**config.mk**
```make
export PLATFORM = sky130hd
export DESIGN_NAME = fsm_bit_packer
export DESIGN_NICKNAME = d
export VERILOG_FILES = /design/src/rtl/fsm_pkg.sv /design/src/rtl/seq_det_1011.sv /design/src/rtl/fsm_bit_packer.sv
export SDC_FILE = /design/constraint.sdc
export NUM_CORES = 1
export LEC_CHECK = 0
export BUFFER_PORTS_ARGS = -buffer_cell sky130_fd_sc_hd__buf_2
export CORE_MARGIN = 3
export CORE_UTILIZATION = 49
export DETAILED_ROUTE_END_ITERATION = 7
export GPL_ROUTABILITY_DRIVEN = 0
export PLACE_DENSITY_LB_ADDON = 0.3
export SLEW_MARGIN = 10
export SYNTH_ARGS = -nofsm -noshare
export SYNTH_HDL_FRONTEND = slang
export SYNTH_HIERARCHICAL = 1
export SYNTH_SLANG_ARGS = --single-unit
```
**constraint.sdc**
```tcl
create_clock -name clk -period 1.85 [get_ports clk]
set_input_delay 0.185 -clock clk [delete_from_list [all_inputs] [get_ports clk]]
set_output_delay 0.185 -clock clk [all_outputs]
set_load 0.02 [all_outputs]
```
**src/rtl/fsm_pkg.sv**
```systemverilog
// Shared types and constants for the bit packer and its "1011" pattern detector.
package fsm_pkg;

  typedef enum logic [1:0] {
    S0,
    S1,
    S10,
    S101
  } det_state_e;

  localparam logic [3:0] PATTERN   = 4'b1011;
  localparam int         DEF_WIDTH = 8;
  localparam int         DEF_CNT_W = 8;

endpackage

```
**src/rtl/seq_det_1011.sv**
```systemverilog
// Overlapping "1011" Mealy detector with a registered match pulse and a
// saturating match counter; it advances only on qualified bits.
module seq_det_1011
  import fsm_pkg::*;
#(
  parameter int CNT_W = DEF_CNT_W
) (
  input  logic             clk,
  input  logic             rst,
  input  logic             clr_i,
  input  logic             bit_i,
  input  logic             vld_i,
  output logic             det_o,
  output logic [CNT_W-1:0] det_cnt_o
);

  det_state_e       state_q, state_d;
  logic             det_q, det_d;
  logic [CNT_W-1:0] cnt_q, cnt_d;

  always_ff @(posedge clk or negedge rst) begin
    if (!rst) begin
      state_q <= S0;
      det_q   <= 1'b0;
      cnt_q   <= '0;
    end else begin
      state_q <= state_d;
      det_q   <= det_d;
      cnt_q   <= cnt_d;
    end
  end

  always_comb begin
    state_d = state_q;
    det_d   = 1'b0;
    cnt_d   = cnt_q;
    if (clr_i) begin
      state_d = S0;
      cnt_d   = '0;
    end else if (vld_i) begin
      unique case (state_q)
        S0:   state_d = bit_i ? S1 : S0;
        S1:   state_d = bit_i ? S1 : S10;
        S10:  state_d = bit_i ? S101 : S0;
        S101: begin
          // The trailing '1' of a match is also the leading '1' of the next.
          if (bit_i == PATTERN[0]) begin
            state_d = S1;
            det_d   = 1'b1;
            if (cnt_q != '1) cnt_d = cnt_q + CNT_W'(1);
          end else begin
            state_d = S10;
          end
        end
        default: state_d = S0;
      endcase
    end
  end

  assign det_o     = det_q;
  assign det_cnt_o = cnt_q;

endmodule

```
**src/rtl/fsm_bit_packer.sv**
```systemverilog
// Packs a qualified serial bit stream MSB-first into WIDTH-bit words behind a
// valid/ready handshake. Define PATTERN_DET_EN to add the "1011" detector.
module fsm_bit_packer
  import fsm_pkg::*;
#(
  parameter int WIDTH = DEF_WIDTH,
  parameter int CNT_W = DEF_CNT_W
) (
  input  logic             clk,
  input  logic             rst,
  input  logic             bit_in,
  input  logic             bit_vld,
  input  logic             frame_clr,
  output logic [WIDTH-1:0] data_out,
  output logic             data_vld,
  input  logic             data_rdy,
  output logic             overflow,
  output logic             det,
  output logic [CNT_W-1:0] det_cnt
);

  localparam int              BC_W = $clog2(WIDTH);
  localparam logic [BC_W-1:0] LAST = BC_W'(WIDTH - 1);

  logic [BC_W-1:0]  bcnt_q, bcnt_d;
  logic [WIDTH-2:0] shift_q, shift_d;
  logic [WIDTH-1:0] dout_q, dout_d;
  logic             vld_q, vld_d;
  logic             ovf_q, ovf_d;
  logic [WIDTH-1:0] word;
  logic             word_done;

  assign word      = {shift_q, bit_in};
  assign word_done = bit_vld && (bcnt_q == LAST);

  always_ff @(posedge clk or negedge rst) begin
    if (!rst) begin
      bcnt_q  <= '0;
      shift_q <= '0;
      dout_q  <= '0;
      vld_q   <= 1'b0;
      ovf_q   <= 1'b0;
    end else begin
      bcnt_q  <= bcnt_d;
      shift_q <= shift_d;
      dout_q  <= dout_d;
      vld_q   <= vld_d;
      ovf_q   <= ovf_d;
    end
  end

  always_comb begin
    bcnt_d  = bcnt_q;
    shift_d = shift_q;
    dout_d  = dout_q;
    vld_d   = vld_q;
    ovf_d   = ovf_q;
    if (frame_clr) begin
      // data_out is deliberately kept so the last word stays observable.
      bcnt_d  = '0;
      shift_d = '0;
      vld_d   = 1'b0;
      ovf_d   = 1'b0;
    end else begin
      if (bit_vld) begin
        shift_d = word[WIDTH-2:0];
        bcnt_d  = word_done ? '0 : bcnt_q + BC_W'(1);
      end
      if (vld_q && data_rdy) vld_d = 1'b0;
      if (word_done) begin
        if (!vld_q || data_rdy) begin
          dout_d = word;
          vld_d  = 1'b1;
        end else begin
          ovf_d  = 1'b1;
        end
      end
    end
  end

  assign data_out = dout_q;
  assign data_vld = vld_q;
  assign overflow = ovf_q;

`ifdef PATTERN_DET_EN
  seq_det_1011 #(
    .CNT_W (CNT_W)
  ) u_det (
    .clk       (clk),
    .rst       (rst),
    .clr_i     (frame_clr),
    .bit_i     (bit_in),
    .vld_i     (bit_vld),
    .det_o     (det),
    .det_cnt_o (det_cnt)
  );
`else
  assign det     = 1'b0;
  assign det_cnt = '0;
`endif

endmodule

```
==> results.py <==
metrics = {
    "outcome": {
        "outcome": "finished, final reports clean",
    },
    "placement": {
        "hpwl_um": 981,
        "io_buffers": 15,
        "dp_slack_ps": 113,
    },
    "setup_path": {
        "rr_endpoint": "data_out[2]$_DFFE_PN0P_",
        "worstSetupEndpointType": "flop",
        "arrival_ps": 1900,
        "r2r_slack_ps": 150,
        "required_ps": 2040,
        "critPathKind": "flop to flop",
        "r2r-start": "bcnt_q[0]$_DFFE_PN0P_",
        "start_kind": "flop",
        "path_max_fanout": 8,
        "rr_worst_depth": 5,
    },
    "global_routing": {
        "gr-total-overflow": 0,
        "grt_usage_pct": 13.0,
        "grt_max_degree": 21,
        "grt_pass1_wl_um": 2370,
        "antenna_found_initial": 0,
        "grt_pass1_vias": 505,
    },
    "sta": {
        "max_freq_mhz": 587,
        "slew_viol_final": 0,
        "finClkSkew_ps": 9.59,
        "post-route-period-util_pct": 92.1,
        "rsz0062_at_grt": "false",
        "hold_violations": 0,
        "setup_viol": 0,
        "period_needed_ps": 1700,
        "setup_slack_ps": 146,
        "setup_tns_ps": 0,
    },
    "min_path": {
        "whs_path_depth": 2,
        "holdCritStartpoint": "bit_in",
        "hold-path-endpoint": "data_out[0]$_DFFE_PN0P_",
        "hold_path.class": "input pin to flop",
    },
    "clock_tree": {
        "cts.htree.levels": 1,
        "clock_path_buffers": 2,
        "post_cts_resized": 0,
        "cts_tree": "built",
        "root_buffer": "clkbuf_4",
        "clk_latency_ps": 300,
        "cts_buffers": 3,
        "cts.sinks": 20,
        "post_cts_buffers": 0,
        "path_clk_slew_ps": 110,
    },
    "yosys": {
        "yosysSeqAreaShare_pct": 56.4,
        "synth_cells": 72,
        "synth_top_area_share_pct": 56.4,
        "synth_area_um2": 887,
        "syn_area_per_cell_um2": 12.3,
        "synth-warning-count": 6,
        "synth_area_leader_cell": "dfrtp_1",
        "yosys-top-cells-area": "dfrtp_1 (56%), mux2_2 (10%), mux2i_1 (9.0%), buf_4 (7.6%), nor2_1 (4.7%)",
        "ys_types": 17,
        "yosys_register_bits": 20,
    },
    "finish": {
        "multiInputGateArea_um2": 337,
        "nNetsFinal": 98,
        "drive_gt1_share_pct": 31.5,
        "antenna_cells": 0,
        "area_growth_pct": 13.7,
        "register_area_um2": 500,
        "fill_cells": 142,
        "post-route-util_pct": 62.6,
    },
    "route": {
        "vias": 532,
        "vias_per_cell": 4.71,
        "routedWlPerCell_um": 11.7,
        "route.detailed.drc": 0,
        "antenna_left": 0,
        "drtPass1Iterations": 2,
        "drt_iter0_drc": 5,
        "totalWireLength_um": 1320,
    },
    "die": {
        "design.core.area_um2": 1610,
        "io_pins": 25,
        "rows": 14,
        "die-area_um2": 2360,
        "die_h_um": 48.6,
        "die_w_um": 48.6,
        "start_util_pct": 55.0,
    },
    "job": {
        "max_cap_violations": 0,
    },
    "pwr": {
        "power_per_cell_area_nw_per_um2": 848,
        "vdd_drop_max_v": 0.000543,
        "leakage_uw": 0.000558,
    },
}
-- worst max-delay path by stage --
stage	start	slack, ps	to
2_1_floorplan	bcnt_q[0]$_DFFE_PN0P_	320	data_out[0]$_DFFE_PN0P_
3_3_place_gp	bcnt_q[0]$_DFFE_PN0P_	190	data_out[0]$_DFFE_PN0P_
6_report	bcnt_q[0]$_DFFE_PN0P_	150	data_out[2]$_DFFE_PN0P_
3_5_place_dp	bcnt_q[0]$_DFFE_PN0P_	110	data_out[6]$_DFFE_PN0P_
4_1_cts	bcnt_q[0]$_DFFE_PN0P_	120	data_out[2]$_DFFE_PN0P_
5_1_grt	bcnt_q[0]$_DFFE_PN0P_	5	data_out[3]$_DFFE_PN0P_
-- critical path, stage by stage (launching register included) --
cell	delay (ps)
dfrtp_1	390
ha_1	160
ha_1	220
nand2_1	110
nor3_4	350
mux2_2	380
-- synthesized netlist by cell type (all sizes together) --
| master | n |
|---|---|
| dfrtp | 20 |
| nor2 | 11 |
| buf | 10 |
| mux2 | 8 |
| mux2i | 8 |
| a21oi | 3 |
| ha | 2 |
| nand2 | 2 |
| a31oi | 1 |
| clkbuf | 1 |
| conb | 1 |
| inv | 1 |
| nand3b | 1 |
| nor2b | 1 |
| nor3 | 1 |
| nor3b | 1 |
-- sequential cells by signal, summed over array words and instances, names as in the netlist --
register and flops:
shift_q 7, overflow 1, data_out 8, bcnt_q 3, data_vld 1
-- per-stage QoR --
| stage | area, um2 | power (uW) | hold WS (ps) | instances |
|---|---|---|---|---|
| floorplan | 917 | 506 | -111 | 80 |
| global placement | 946 | 511 | 148 | 108 |
| detailed placement | 946 | 512 | 157 | 108 |
| CTS | 1010 | 867 | 109 | 113 |
| global route | 1010 | 893 | 110 | 113 |
| finish | 1010 | 856 | 117 | 113 |
-- kinds of logic after synthesis --
logic type               count (synthesis)  share of synthesized area (%)
AO/OA/AOI/OAI                            4                           2.40
adder cells (fa/ha/maj)                  2                           2.82
buffers and inverters                   12                           9.02
flip-flops                              20                           56.4
multiplexers                            16                           19.2
other                                    1                          0.423
AND/OR/NAND/NOR                         17                           9.73
-- cells in the final DEF, fill, tap and decap left out, drive strengths merged, types with 2 or more instances in the layout --
cell type  netlist  layout
mux2             8       8
dfrtp           20      20
clkbuf           1       3
ha               2       2
a21oi            3       3
mux2i            8       8
nor2            11      11
buf             10      15
conb             1       9
nand2            2       2
-- area by class of cell --
type | instances | share of cell area [%]
multi-input combinational | 48 | 33.4
tap | 24 | 2.98
clock buffer | 3 | 2.23
inverter | 1 | 0.372
timing repair buffer | 16 | 8.44
sequential | 20 | 49.6
clock inverter | 1 | 2.98
-- layer usage --
layer / vias up / track usage [%] / wire length (um)
met1: 253 / 16.8 / 570
met2: 19 / 20.0 / 626
met5: - / 0 / 0
met3: 2 / 4.29 / 97
li1: 258 / - / -
met4: 0 / 5.69 / 24
-- repair_timing --
item                                    CTS  global route
endpoints found under the hold margin    20             0
hold buffers                              1             0
endpoints found under the setup margin    0             0
-- power breakdown --
| group | switching, uW | internal, uW |
|---|---|---|
| clock | 132 | 219 |
| combinational | 42.1 | 15.3 |
| sequential | 4.37 | 443 |
| total | 178 | 677 |
Power figures use the tool's default switching activity.
